**config.mk**
```make
export PLATFORM = sky130hd
export DESIGN_NAME = ebus_arbiter
export DESIGN_NICKNAME = d
export VERILOG_FILES = /design/src/rtl/ebus_arbiter.sv
export SDC_FILE = /design/constraint.sdc
export NUM_CORES = 1
export LEC_CHECK = 0
export ABC_CLOCK_PERIOD_IN_PS = 4800
export CELL_PAD_IN_SITES_DETAIL_PLACEMENT = 2
export CELL_PAD_IN_SITES_GLOBAL_PLACEMENT = 2
export CORE_MARGIN = 3
export CORE_UTILIZATION = 17
export DETAILED_ROUTE_END_ITERATION = 6
export PLACE_DENSITY = 0.75
export SETUP_SLACK_MARGIN = 0.4
export SYNTH_ARGS = -nofsm -noshare
export SYNTH_HDL_FRONTEND = slang
export SYNTH_SLANG_ARGS = --single-unit
export TNS_END_PERCENT = 20
```
**constraint.sdc**
```tcl
create_clock -name eboxClk -period 4.8 [get_ports eboxClk]
set_input_delay 1.44 -clock eboxClk [delete_from_list [all_inputs] [get_ports eboxClk]]
set_output_delay 1.44 -clock eboxClk [all_outputs]
set_load 0.02 [all_outputs]
```
**src/rtl/ebus_arbiter.sv**
```systemverilog
`default_nettype none
// +----------------------------------------------------------------------------+
// | Module   : ebus_arbiter                                                    |
// | Purpose  : Registered EBUS source arbiter and data mux. Picks one of NSRC  |
// |            drivers per eboxClk edge by fixed priority (index 0 highest)    |
// |            or by round-robin with ownership parking. Flags multi-driver    |
// |            conflicts and holds EBUS while no source drives.                |
// | Ports    : eboxClk, eboxResetN (async, active low)                         |
// |            rrMode        0 = fixed priority, 1 = round-robin with parking  |
// |            drvReq/drvData per-source request and data (source i at        |
// |                          drvData[i*WIDTH +: WIDTH])                        |
// |            clrConflict   clears sticky conflict state                      |
// |            EBUS/ebusValid/grantOH/grantIdx   registered grant results      |
// |            conflict/conflictSticky           conflict diagnostics          |
// |            conflictCount/firstConflict       conflict log (optional)       |
// | Config   : EBUS_CONFLICT_LOG_EN builds the saturating conflict counter and |
// |            the first-conflict mask; otherwise both ports are tied to 0.    |
// | Revision : 1.0  initial release                                            |
// +----------------------------------------------------------------------------+
module ebus_arbiter #(
   parameter int NSRC  = 8,
   parameter int WIDTH = 36,
   parameter int GW    = 4
) (
   input  logic                  eboxClk,
   input  logic                  eboxResetN,
   input  logic                  rrMode,
   input  logic [NSRC-1:0]       drvReq,
   input  logic [NSRC*WIDTH-1:0] drvData,
   input  logic                  clrConflict,
   output logic [0:WIDTH-1]      EBUS,
   output logic                  ebusValid,
   output logic [NSRC-1:0]       grantOH,
   output logic [GW-1:0]         grantIdx,
   output logic                  conflict,
   output logic                  conflictSticky,
   output logic [15:0]           conflictCount,
   output logic [NSRC-1:0]       firstConflict
);

   localparam logic [GW-1:0] LAST_IDX = GW'(NSRC-1);

   typedef enum logic {
      OWN_IDLE  = 1'b0,
      OWN_OWNED = 1'b1
   } own_state_t;

   own_state_t        state, state_nxt;
   logic [GW-1:0]     rr_ptr, rr_ptr_nxt;

   logic              any_req;
   logic              multi_req;
   logic              req_at_ptr;
   logic [GW-1:0]     fixed_idx;
   logic [GW-1:0]     scan_start;
   logic [2*NSRC-1:0] req_shift;
   logic [GW-1:0]     rot_off;
   logic [GW:0]       rr_sum;
   logic [GW-1:0]     rr_idx;
   logic [GW-1:0]     win_idx;
   logic [NSRC-1:0]   win_oh;
   logic [WIDTH-1:0]  sel_data;

   assign any_req    = |drvReq;
   // Clearing the lowest set bit leaves something only if two or more were set.
   assign multi_req  = |(drvReq & (drvReq - NSRC'(1)));
   // The current owner is always the last round-robin winner, held in rr_ptr.
   assign req_at_ptr = |(drvReq & (NSRC'(1) << rr_ptr));

   // Fixed priority: lowest asserted index.
   always_comb begin
      fixed_idx = '0;
      for (int i = NSRC-1; i >= 0; i--) begin
         if (drvReq[i]) fixed_idx = GW'(i);
      end
   end

   // Round-robin scan starting just after rr_ptr. Rotating a doubled copy of
   // the request vector lets a plain lowest-bit search do the wrapping scan.
   always_comb begin
      scan_start = (rr_ptr == LAST_IDX) ? '0 : rr_ptr + GW'(1);
      req_shift  = {drvReq, drvReq} >> scan_start;
      rot_off    = '0;
      for (int i = NSRC-1; i >= 0; i--) begin
         if (req_shift[i]) rot_off = GW'(i);
      end
      rr_sum = {1'b0, scan_start} + {1'b0, rot_off};
      if (rr_sum >= (GW+1)'(NSRC)) rr_sum = rr_sum - (GW+1)'(NSRC);
      rr_idx = rr_sum[GW-1:0];
   end

   // Owner FSM and winner selection. Fixed mode never owns, so switching to
   // rrMode=0 drops ownership at the next edge; rr_ptr is left untouched.
   always_comb begin
      state_nxt  = OWN_IDLE;
      rr_ptr_nxt = rr_ptr;
      win_idx    = fixed_idx;
      if (rrMode && any_req) begin
         state_nxt = OWN_OWNED;
         if (state == OWN_OWNED && req_at_ptr) begin
            win_idx = rr_ptr;
         end else begin
            win_idx    = rr_idx;
            rr_ptr_nxt = rr_idx;
         end
      end
   end

   assign win_oh = NSRC'(1) << win_idx;

   always_comb begin
      sel_data = '0;
      for (int i = 0; i < NSRC; i++) begin
         sel_data = sel_data | ({WIDTH{win_oh[i]}} & drvData[i*WIDTH +: WIDTH]);
      end
   end

   always_ff @(posedge eboxClk or negedge eboxResetN) begin
      if (!eboxResetN) begin
         state  <= OWN_IDLE;
         rr_ptr <= LAST_IDX;
      end else begin
         state  <= state_nxt;
         rr_ptr <= rr_ptr_nxt;
      end
   end

   always_ff @(posedge eboxClk or negedge eboxResetN) begin
      if (!eboxResetN) begin
         EBUS           <= '0;
         ebusValid      <= 1'b0;
         grantOH        <= '0;
         grantIdx       <= '0;
         conflict       <= 1'b0;
         conflictSticky <= 1'b0;
      end else begin
         ebusValid <= any_req;
         grantOH   <= any_req ? win_oh : '0;
         if (any_req) begin
            EBUS     <= sel_data;
            grantIdx <= win_idx;
         end
         conflict <= multi_req;
         // A conflict in the same cycle as a clear keeps the flag set.
         if (multi_req)        conflictSticky <= 1'b1;
         else if (clrConflict) conflictSticky <= 1'b0;
      end
   end

`ifdef EBUS_CONFLICT_LOG_EN
   logic [15:0]     conf_cnt;
   logic [NSRC-1:0] first_mask;

   always_ff @(posedge eboxClk or negedge eboxResetN) begin
      if (!eboxResetN) begin
         conf_cnt   <= '0;
         first_mask <= '0;
      end else if (multi_req) begin
         // A same-cycle clear restarts the log with this conflict.
         if (clrConflict)                conf_cnt <= 16'd1;
         else if (conf_cnt != 16'hFFFF)  conf_cnt <= conf_cnt + 16'd1;
         if (clrConflict || !conflictSticky) first_mask <= drvReq;
      end else if (clrConflict) begin
         conf_cnt   <= '0;
         first_mask <= '0;
      end
   end

   assign conflictCount = conf_cnt;
   assign firstConflict = first_mask;
`else
   assign conflictCount = '0;
   assign firstConflict = '0;
`endif

endmodule
`default_nettype wire

```
[After elaboration in Yosys (flattened, before gate mapping)]
Cells that the tools add are included.
Storage, ports and cells
  bits in latches: 0
  bits in writable memories: 0
  output and inout port bits: 75
  bits in read-only memories: 0
  memories: 0
  register bits after elaboration: 56
Cells by class
  add/sub/neg operators: 4
  eq/ne operators: 1
  bitwise gates (word level): 17
  multiply operators: 0
  shift-type cells: 3
  mux-type cells: 24
  magnitude comparators: 1
  reductions and logical operators: 6
  divide/modulo/power cells: 0
Operators with widths (number)
  AND 36 bit: 8
  bitwise OR 36 bit: 7
  two-way mux 4 bit: 14
  OR reduction 8 bit: 3
  two-way mux 3 bit: 6
  AND 8 bit: 2
  << shifter 1 x 4 -> 8 bit, first input constant: 2
  >> shifter 16 x 4 -> 8 bit: 1
  two-way mux 8 bit: 1
  subtractor 8 x 1 -> 8 bit, second input constant: 1
  adder 4 x 4 -> 5 bit: 1
  >= comparator 5 x 4 -> 1 bit, second input constant: 1
  adder 4 x 1 -> 4 bit, second input constant: 1
  equality test 4 x 3 -> 1 bit, second input constant: 1
  subtractor 4 bit, second input constant: 1
  two-way mux 1 bit: 3
  logical AND 1 bit: 2
  nonzero test 2 bit: 1

[Logic depth before layout (Yosys ltp)]
Gate-level depths: netlist (run 1).
  word-level depth: 25
  mapped depth: 24

[Worst setup path after synthesis (run 1)]
No wires, ideal clock.
  path type: input -> register
  start: input port drvReq[3]
  end: register EBUS[29] (netlist name)
  slack: -0.702 ns
  setup time: 0.141 ns
  path buffers: 3
  arrival: 5.360 ns
  cell stages on the path: 18
  cell sequence: clkbuf_1 > nand4b_1 > o211a_1 > o32ai_1 > o211ai_1 > a21oi_1 > o211ai_1 > and2_1 > buf_2 > fa_1 > xnor2_1 > mux2i_1 > a211oi_2 > clkbuf_1 > mux2_2 > and3_1 > a211oi_1 > a31oi_1
Between the ends
  word-level cells in the longest chain between the ends: 23
Ends and longest elaborated chain
  from (decl): line 28  | input logic [NSRC-1:0] drvReq,
  >> shifter 16 x 4 -> 8 bit: line 82  | req_shift = {drvReq, drvReq} >> scan_start;
  two-way mux 3 bit: line 85  | if (req_shift[i]) rot_off = GW'(i);
  two-way mux 4 bit (7 in a row): line 85
  adder 4 x 4 -> 5 bit: line 87  | rr_sum = {1'b0, scan_start} + {1'b0, rot_off};
  subtractor 4 bit or >= comparator 5 x 4 -> 1 bit (tied branches): line 88  | if (rr_sum >= (GW+1)'(NSRC)) rr_sum = rr_sum - (GW+1)'(NSRC);
  two-way mux 4 bit: line 88
  two-way mux 4 bit
  two-way mux 4 bit: line 98  | if (rrMode && any_req) begin
  << shifter 1 x 4 -> 8 bit: line 109  | assign win_oh = NSRC'(1) << win_idx;
  AND 36 bit: line 114  | sel_data = sel_data | ({WIDTH{win_oh[i]}} & drvData[i*WIDTH +: WIDTH]);
  bitwise OR 36 bit (7 in a row): line 114
  to (signal assigned): line 140  | EBUS <= sel_data;
  to (decl): line 31  | output logic [0:WIDTH-1] EBUS,
Parallel ways exist; a longest one is shown, timed or not.
A chain may end at the register's enable or synchronous reset.

[Final worst setup path (run 1)]
  start: input port drvReq[2]
  end: register EBUS[8] (netlist name)
The elaborated chain is that of the path after synthesis.

==> results of run 1 <==
==> Yosys cell counts (all sizes together), types with 2 or more instances <==
cell and n:
o211ai 8, inv 16, o21ai 11, o2111ai 4
and3 36, o211a 5, nor2 84, dfstp 3
a31oi 38, clkbuf 40, a21oi 13, nand4b 5
o32ai 2, nor3 4, or3 2, a22oi 36
a222oi 3, nand3 4, mux2 105, o21a 4
a21o 4, a211oi 36, o22a 7, and2 4
nand4 2, mux2i 14, mux4 3, ha 8
nor2b 5, nand2 63, nand2b 8, dfrtp 53
buf 43, nor4 4
==> power by group <==
group / leakage [nW] / internal (mW) / switching, mW
sequential: 0.673 / 0.762 / 0.109
clock: 0.0701 / 0.210 / 0.195
combinational: 3.88 / 5.09 / 5.15
total: 4.62 / 6.06 / 5.45
==> layout make-up <==
type / instances / area [sq um]
fill: 3714 / 22120
timing repair buffer: 478 / 4735
multi-input combinational: 562 / 4579
sequential: 56 / 1405
tap: 448 / 560.5
clock buffer: 7 / 142.6
inverter: 16 / 60.06
clock inverter: 1 / 7.507
antenna: 2 / 5.005
==> per-stage QoR <==
stage / setup WS (ps) / cell area, sq um
6_report: -148.5 / 11490
5_1_grt: -349.4 / 11490
4_1_cts: -95.82 / 11240
3_5_place_dp: -983.6 / 10470
3_3_place_gp: -842.3 / 10470
2_1_floorplan: -75.75 / 6075
==> what timing repair did <==
action	4_1_cts	5_1_grt
gates cloned	3	2
pin swaps	52	32
hold buffers	0	0
gates resized for setup	124	33
setup buffers	19	10
hold endpoints to repair	0	0
endpoints found under the setup margin	46	44
==> worst max path at each step <==
| stage | to | slack, ps | from | cells past startpoint |
|---|---|---|---|---|
| finish | EBUS[8]$_DFFE_PN0P_ | -150 | drvReq[2] | 20 |
| global route | EBUS[8]$_DFFE_PN0P_ | -350 | drvReq[4] | 20 |
| CTS | EBUS[18]$_DFFE_PN0P_ | -100 | drvReq[4] | 19 |
| detailed placement | EBUS[4]$_DFFE_PN0P_ | -980 | drvReq[4] | 17 |
| global placement | EBUS[34]$_DFFE_PN0P_ | -840 | drvReq[3] | 18 |
| floorplan | EBUS[29]$_DFFE_PN0P_ | -80 | drvReq[3] | 18 |
==> worst reg2reg max path, stage by stage, from the launching register on <==
cell and delay [ps]:
dfstp_2 530, buf_4 130, inv_1 90, ha_1 380
buf_4 280, o2111ai_4 190, buf_4 180, a31o_2 230
o21ai_2 160, o211ai_1 160, and2_4 190, fa_2 360
xnor2_2 180, mux2i_2 130, a211oi_4 250, buf_6 170
buf_6 120, buf_8 130, mux2_4 300, and3_4 180
a211oi_2 220, a31oi_1 110
==> kinds of logic (layout without fill, tap and decap cells) <==
kind of cell / count (synthesis) / count (layout)
AO/OA/AOI/OAI: 182 / 182
XOR/XNOR: 1 / 1
adder cells (fa/ha/maj): 9 / 9
multiplexers: 122 / 122
buffers and inverters: 99 / 502
AND/OR/NAND/NOR: 224 / 224
other: 1 / 26
flip-flops: 56 / 56
==> layer usage <==
layer | vias to the layer above | global-route usage [%] | wire length (microns)
li1 | 3385 | - | -
met1 | 3519 | 20.35 | 13860
met2 | 229 | 33.91 | 19030
met3 | 49 | 4.044 | 1776
met4 | 2 | 5.645 | 986
met5 | - | 0 | 8
==> flip-flops by register name (all words and copies together) (netlist names) <==
| name | count |
|---|---|
| EBUS | 36 |
| conflict | 1 |
| conflictSticky | 1 |
| ebusValid | 1 |
| grantIdx | 4 |
| grantOH | 8 |
| rr_ptr | 4 |
| state | 1 |
==> cells in the final DEF, fill, tap and decap left out, drive strengths merged, types with 24 or more instances in the layout <==
master / Yosys / final
nand2: 63 / 63
dfrtp: 53 / 53
clkdlybuf4s50: 0 / 341
a22oi: 36 / 36
nor2: 84 / 84
buf: 43 / 134
and3: 36 / 36
a31oi: 38 / 38
conb: 1 / 24
a211oi: 36 / 36
mux2: 105 / 105
==> metrics, run 1 <==
status finished with violations; worst path arrival time 5090 ps; failing checks setup timing; Final Skew 8.172 ps; fin crit share 103.1%; max_cap viols 0; pin count of the biggest net entering global routing 75; crit path time final 4949 ps; Synth Area in Compound Gates 22.81%; Top delay family on crit path compound AO/OA/AOI/OAI gates; total power per unit cell area 1002 nW/um^2; Pwr Total 11.52 mW; CTS clk-pin slew, worst paths 80 ps; Synth Area in Simple Gates 18.22%; Cells after Synth 694; Most used DFF post-synth dfrtp_1; Seq cells post-synth 56; TritonCTS clock tree done; placed cell count 1,526; num rows 67; area of the core 33,620 sq um; PortBufs 350; Synth top area share 22.83%; Worst setup SP type input pin; Critical Path Sink Type register; fin util 34.19%; Setup TNS -2738 ps; Routed Antenna Nets 0; crit-path max cell delay 360 ps; sequential share of the synthesized area 24.19%; Worst R2R End EBUS[8]$_DFFE_PN0P_; LEAKAGE 4.622 nW; Hold Path Sink conflictSticky$_DFFE_PN0P_; Final Max Slew Viols 0; critical-path cell list clkbuf_4 > nand4b_1 > buf_4 > o2111ai_1 > o211ai_1 > o21a_1 > nor2b_2 > o211ai_1 > and2_4 > fa_2 > xnor2_2 > mux2i_2 > a211oi_4 > buf_6 > buf_6 > buf_8 > mux2_4 > and3_4 > a211oi_2 > a31oi_1; VDD IR max 505.1 uV; Yosys top cell by area dfrtp_1; clk_lat worst skew 310 ps; final hold vios 0; Synth Area per Inst 8.369 sq um; R2R Setup Slk -40 ps; buffer and inverter count on the worst path 5; first-pass GRT wire length 50,130 microns; r2r worst-path depth 21; Vias 7,184; DP HPWL 27,730 microns; critical path type in -> reg; RSZ-0062 raised after global routing true; Num CTS Buffers 5; RR Startpoint rr_ptr[1]$_DFFE_PN1P_; min-delay src conflictSticky$_DFFE_PN0P_; CP required 4940 ps; Final #Nets 1,428; Hold Path Stages 1; # setup viols final 35; Unique masters post-synth 58; Routed WL 35,670 microns; Bufs on Longest Clock Path 2; chip width 190.8 microns; RD Place Congestion 0.8187; setup ws final -148.5 ps; clock root cell clkbuf_16; Post-synth ARST share 100.0%; Die Y-Extent 190.8 microns; wire per inst 22.72 microns; IO Pins 375; Crit-path slowest cell fa_2; GRT Util Overall 18.14%; initial antenna violation count 3; number of global-route vias before repair 8,292; multiplexer area fraction after synthesis 23.93%; clock sinks 56; largest cells by area after synthesis dfrtp_1 23%, mux2_2 20%, nor2_1 5.4%, a22oi_1 4.7%, a211oi_1 4.5%; number of remaining DRC errors 0; GRT overflow 0; CP max FO 6; Synth Area in XOR/XNOR 0.1508%; Initial Util 17.28%; Peak Freq 0.2021 GHz; hold_ws 488.0 ps; TritonRoute pass-1 iters 4; CTS H-tree depth 2; Least-Margin Pin Slew 937.1 ps; area of the mapped netlist 5808 sq um; Via-to-Cell Ratio 4.576; EDFF count, synth 0; First DRT Iteration DRCs 143; layout cells sized above 1 32.14%; main combinational cell family by area after synthesis multiplexers; HP Class reg -> reg; area delta synth->final 97.91%; Synth Warn # 0; Post-Synth Adder-Cell Area 2.068%; die area 36,420 sq um; final cell count without fillers 1,570; relative slew slack 37.53%
No activity file was read; power rests on OpenSTA's default activity.
==> run 2: changes to the inputs <==
--- a/config.mk
+++ b/config.mk
@@ -16,4 +16,3 @@
 export SYNTH_ARGS = -nofsm -noshare
 export SYNTH_HDL_FRONTEND = slang
 export SYNTH_SLANG_ARGS = --single-unit
-export TNS_END_PERCENT = 20
==> run 2 against run 1 <==
Effect of this change:
- the run still ends with setup timing left
- wire length is 2.8% higher
- utilization up 2.2 points
- clock-buffer cell count is the same
- non-clock buffer count is 38 higher
- fmax down 2.0%
- combinational power is 17% higher
- sequential power hardly changed
- final area up 6.5%
- final cell count increased by 2.3%
- setup slack worse by 99 ps
- register-to-register slack worse by 70 ps
- clock skew grew 1.7 ps
- largest cell class unchanged
- highest routed layer is now met4
==> metrics, run 2 (synthesis results as in run 1) <==
status finished with violations (unchanged); VDD IR max 535.9 uV (was 505.1 uV); area delta synth->final 110.9% (was 97.91%); # diodes 0 (was 2); Final Max Slew Viols 0 (unchanged); HP Class reg -> reg (unchanged); Final Skew 9.893 ps (was 8.172 ps); Die Y-Extent 190.8 microns (unchanged); Worst R2R End EBUS[12]$_DFFE_PN0P_ (was EBUS[8]$_DFFE_PN0P_); setup ws final -247.4 ps (was -148.5 ps); final cell count without fillers 1,606 (was 1,570); PortBufs 350 (unchanged); Vias 7,388 (was 7,184); wire per inst 22.84 microns (was 22.72 microns); Final #Nets 1,466 (was 1,428); critical path type in -> reg (unchanged); hold_ws 487.7 ps (was 488.0 ps); initial antenna violation count 0 (was 3); clk_lat worst skew 320 ps (was 310 ps); Routed Antenna Nets 0 (unchanged); RR Startpoint rr_ptr[0]$_DFFE_PN1P_ (was rr_ptr[1]$_DFFE_PN1P_); placed cell count 1,554 (was 1,526); TritonCTS clock tree done (unchanged); Peak Freq 0.1981 GHz (was 0.2021 GHz); failing checks setup timing (unchanged); commonest non-fill, non-tap cell in the layout clkdlybuf4s50_1 (unchanged); die area 36,420 sq um (unchanged); Worst setup SP type input pin (unchanged); Bufs on Longest Clock Path 2 (unchanged); relative slew slack 43.86% (was 37.53%); met3 Resource Use GR 3.511% (was 4.044%); GR Util met1 21.74% (was 20.35%); clock sinks 56 (unchanged); min-delay src grantIdx[0]$_DFFE_PN0P_ (was conflictSticky$_DFFE_PN0P_); worst path arrival time 5220 ps (was 5090 ps); Via-to-Cell Ratio 4.600 (was 4.576); # setup viols final 36 (was 35); DP HPWL 28,240 microns (was 27,730 microns); Least-Margin Pin Slew 842.1 ps (was 937.1 ps); # hold bufs at CTS 0 (unchanged); GRT overflow 0 (unchanged); fin crit share 105.2% (was 103.1%); Num CTS Buffers 5 (unchanged); max FFs per register 36 (unchanged); pin count of the biggest net entering global routing 57 (was 75); crit path time final 5047 ps (was 4949 ps); Hold Path Sink grantIdx[0]$_DFFE_PN0P_ (was conflictSticky$_DFFE_PN0P_); CP required 4970 ps (was 4940 ps); clock root cell clkbuf_16 (unchanged); CTS H-tree depth 2 (unchanged); Setup TNS -5088 ps (was -2738 ps); gr busiest metal met2 (unchanged); IO Pins 375 (unchanged); RD Place Congestion 0.8475 (was 0.8187); GR Util met2 35.37% (was 33.91%); R2R Setup Slk -110 ps (was -40 ps); total power per unit cell area 1075 nW/um^2 (was 1002 nW/um^2); chip width 190.8 microns (unchanged); LEAKAGE 4.919 nW (was 4.622 nW); most frequent cells in the layout 341 x clkdlybuf4s50_1, 113 x buf_4, 82 x mux2_2 (was 341 x clkdlybuf4s50_1, 103 x buf_4, 92 x mux2_2); Critical Path Sink Type register (unchanged); number of global-route vias before repair 8,249 (was 8,292); Hold Path Stages 2 (was 1); RSZ-0062 raised after global routing true (unchanged); Top reg by flops EBUS (unchanged); GRT Util Overall 18.69% (was 18.14%); Routed WL 36,680 microns (was 35,670 microns); r2r worst-path depth 23 (was 21); max_cap viols 0 (unchanged); CP max FO 7 (was 6); CTS clk-pin slew, worst paths 90 ps (was 80 ps); Initial Util 17.28% (unchanged); number of remaining DRC errors 0 (unchanged); area of the core 33,620 sq um (unchanged); layout cells sized above 1 37.22% (was 32.14%); biggest regs EBUS: 36 flops, grantOH: 8 flops (unchanged); TritonRoute pass-1 iters 5 (was 4); final hold vios 0 (unchanged); First DRT Iteration DRCs 288 (was 143); num rows 67 (unchanged); first-pass GRT wire length 51,470 microns (was 50,130 microns)
run 2: what timing repair did:
item,in CTS,in global routing
setup buffers,19,20
setup endpoints to repair,47,44
gates cloned,2,3
pin swaps,39,68
resized for setup,138,83
run 2: how the worst max path moves through the flow:
stage	start	end	slack [ps]	cells after the start
floorplan	drvReq[3]	EBUS[29]$_DFFE_PN0P_	-80	18
global placement	drvReq[4]	EBUS[32]$_DFFE_PN0P_	-860	18
detailed placement	drvReq[4]	EBUS[9]$_DFFE_PN0P_	-1020	18
CTS	drvReq[4]	EBUS[15]$_DFFE_PN0P_	-120	21
global route	drvReq[7]	EBUS[12]$_DFFE_PN0P_	-400	19
finish	drvReq[7]	EBUS[12]$_DFFE_PN0P_	-250	19
run 2: per-stage QoR:
step	util (%)	total power [mW]	area, sq um	setup WS (ps)
floorplan	-	5.844	6105	-75.75
global placement	32.18	9.844	10820	-857.6
detailed placement	32.18	10.04	10820	-1016
CTS	34.66	11.90	11650	-121.3
global route	36.43	14.03	12250	-399.6
finish	36.43	13.16	12250	-247.4
run 2: report_power, final:
| part | total (mW) | leakage [nW] | internal [mW] | switching [mW] |
|---|---|---|---|---|
| Sequential | 0.873 | 0.673 | 0.761 | 0.112 |
| Combinational | 11.9 | 4.18 | 6.29 | 5.60 |
| Clock | 0.406 | 0.0681 | 0.197 | 0.209 |
| Total | 13.2 | 4.92 | 7.24 | 5.92 |
run 2: final cells by class:
type	count	area [sq um]
fillers	3645	21370
repair buffers	516	5220
multi-input cells	562	4857
flip-flops and latches	56	1405
well taps	448	560.5
clock buffers	7	132.6
inverters	16	62.56
clock inverters	1	8.758
run 2: per-layer routing:
layer | vias up | routed length [microns]
met5 | - | 0
met4 | 0 | 617
met3 | 32 | 1794
met2 | 216 | 19770
met1 | 3686 | 14500
li1 | 3454 | -
run 2: critical path: stages:
cell             delay [ps]
clkdlybuf4s15_2         220
mux4_2                  540
buf_4                   170
a21oi_2                 140
o211ai_1                150
nor2_1                  200
nor4_2                   70
ha_1                    350
xnor2_2                 200
mux2i_2                 130
a211oi_4                250
buf_4                   160
buf_12                  140
buf_6                   110
buf_12                  100
mux2_2                  330
and3_4                  180
a211oi_2                190
a31oi_1                 130
==> run 3: changes to the inputs <==
--- a/config.mk
+++ b/config.mk
@@ -13,6 +13,7 @@
 export DETAILED_ROUTE_END_ITERATION = 6
 export PLACE_DENSITY = 0.75
 export SETUP_SLACK_MARGIN = 0.4
+export SLEW_MARGIN = 20
 export SYNTH_ARGS = -nofsm -noshare
 export SYNTH_HDL_FRONTEND = slang
 export SYNTH_SLANG_ARGS = --single-unit
==> constraint.sdc (replaced) <==
create_clock -name eboxClk -period 4.8 [get_ports eboxClk]
set_input_delay 1.44 -clock eboxClk [delete_from_list [all_inputs] [get_ports eboxClk]]
set_output_delay 1.44 -clock eboxClk [all_outputs]
set_load 0.01 [all_outputs]
==> results of run 3 <==
The final DEF is identical to that of run 2. Status: finished with violations: setup timing.
Main changes from that run: total power 13.16 mW -> 13.01 mW; worst IR drop on VDD 535.9 uV -> 535.4 uV
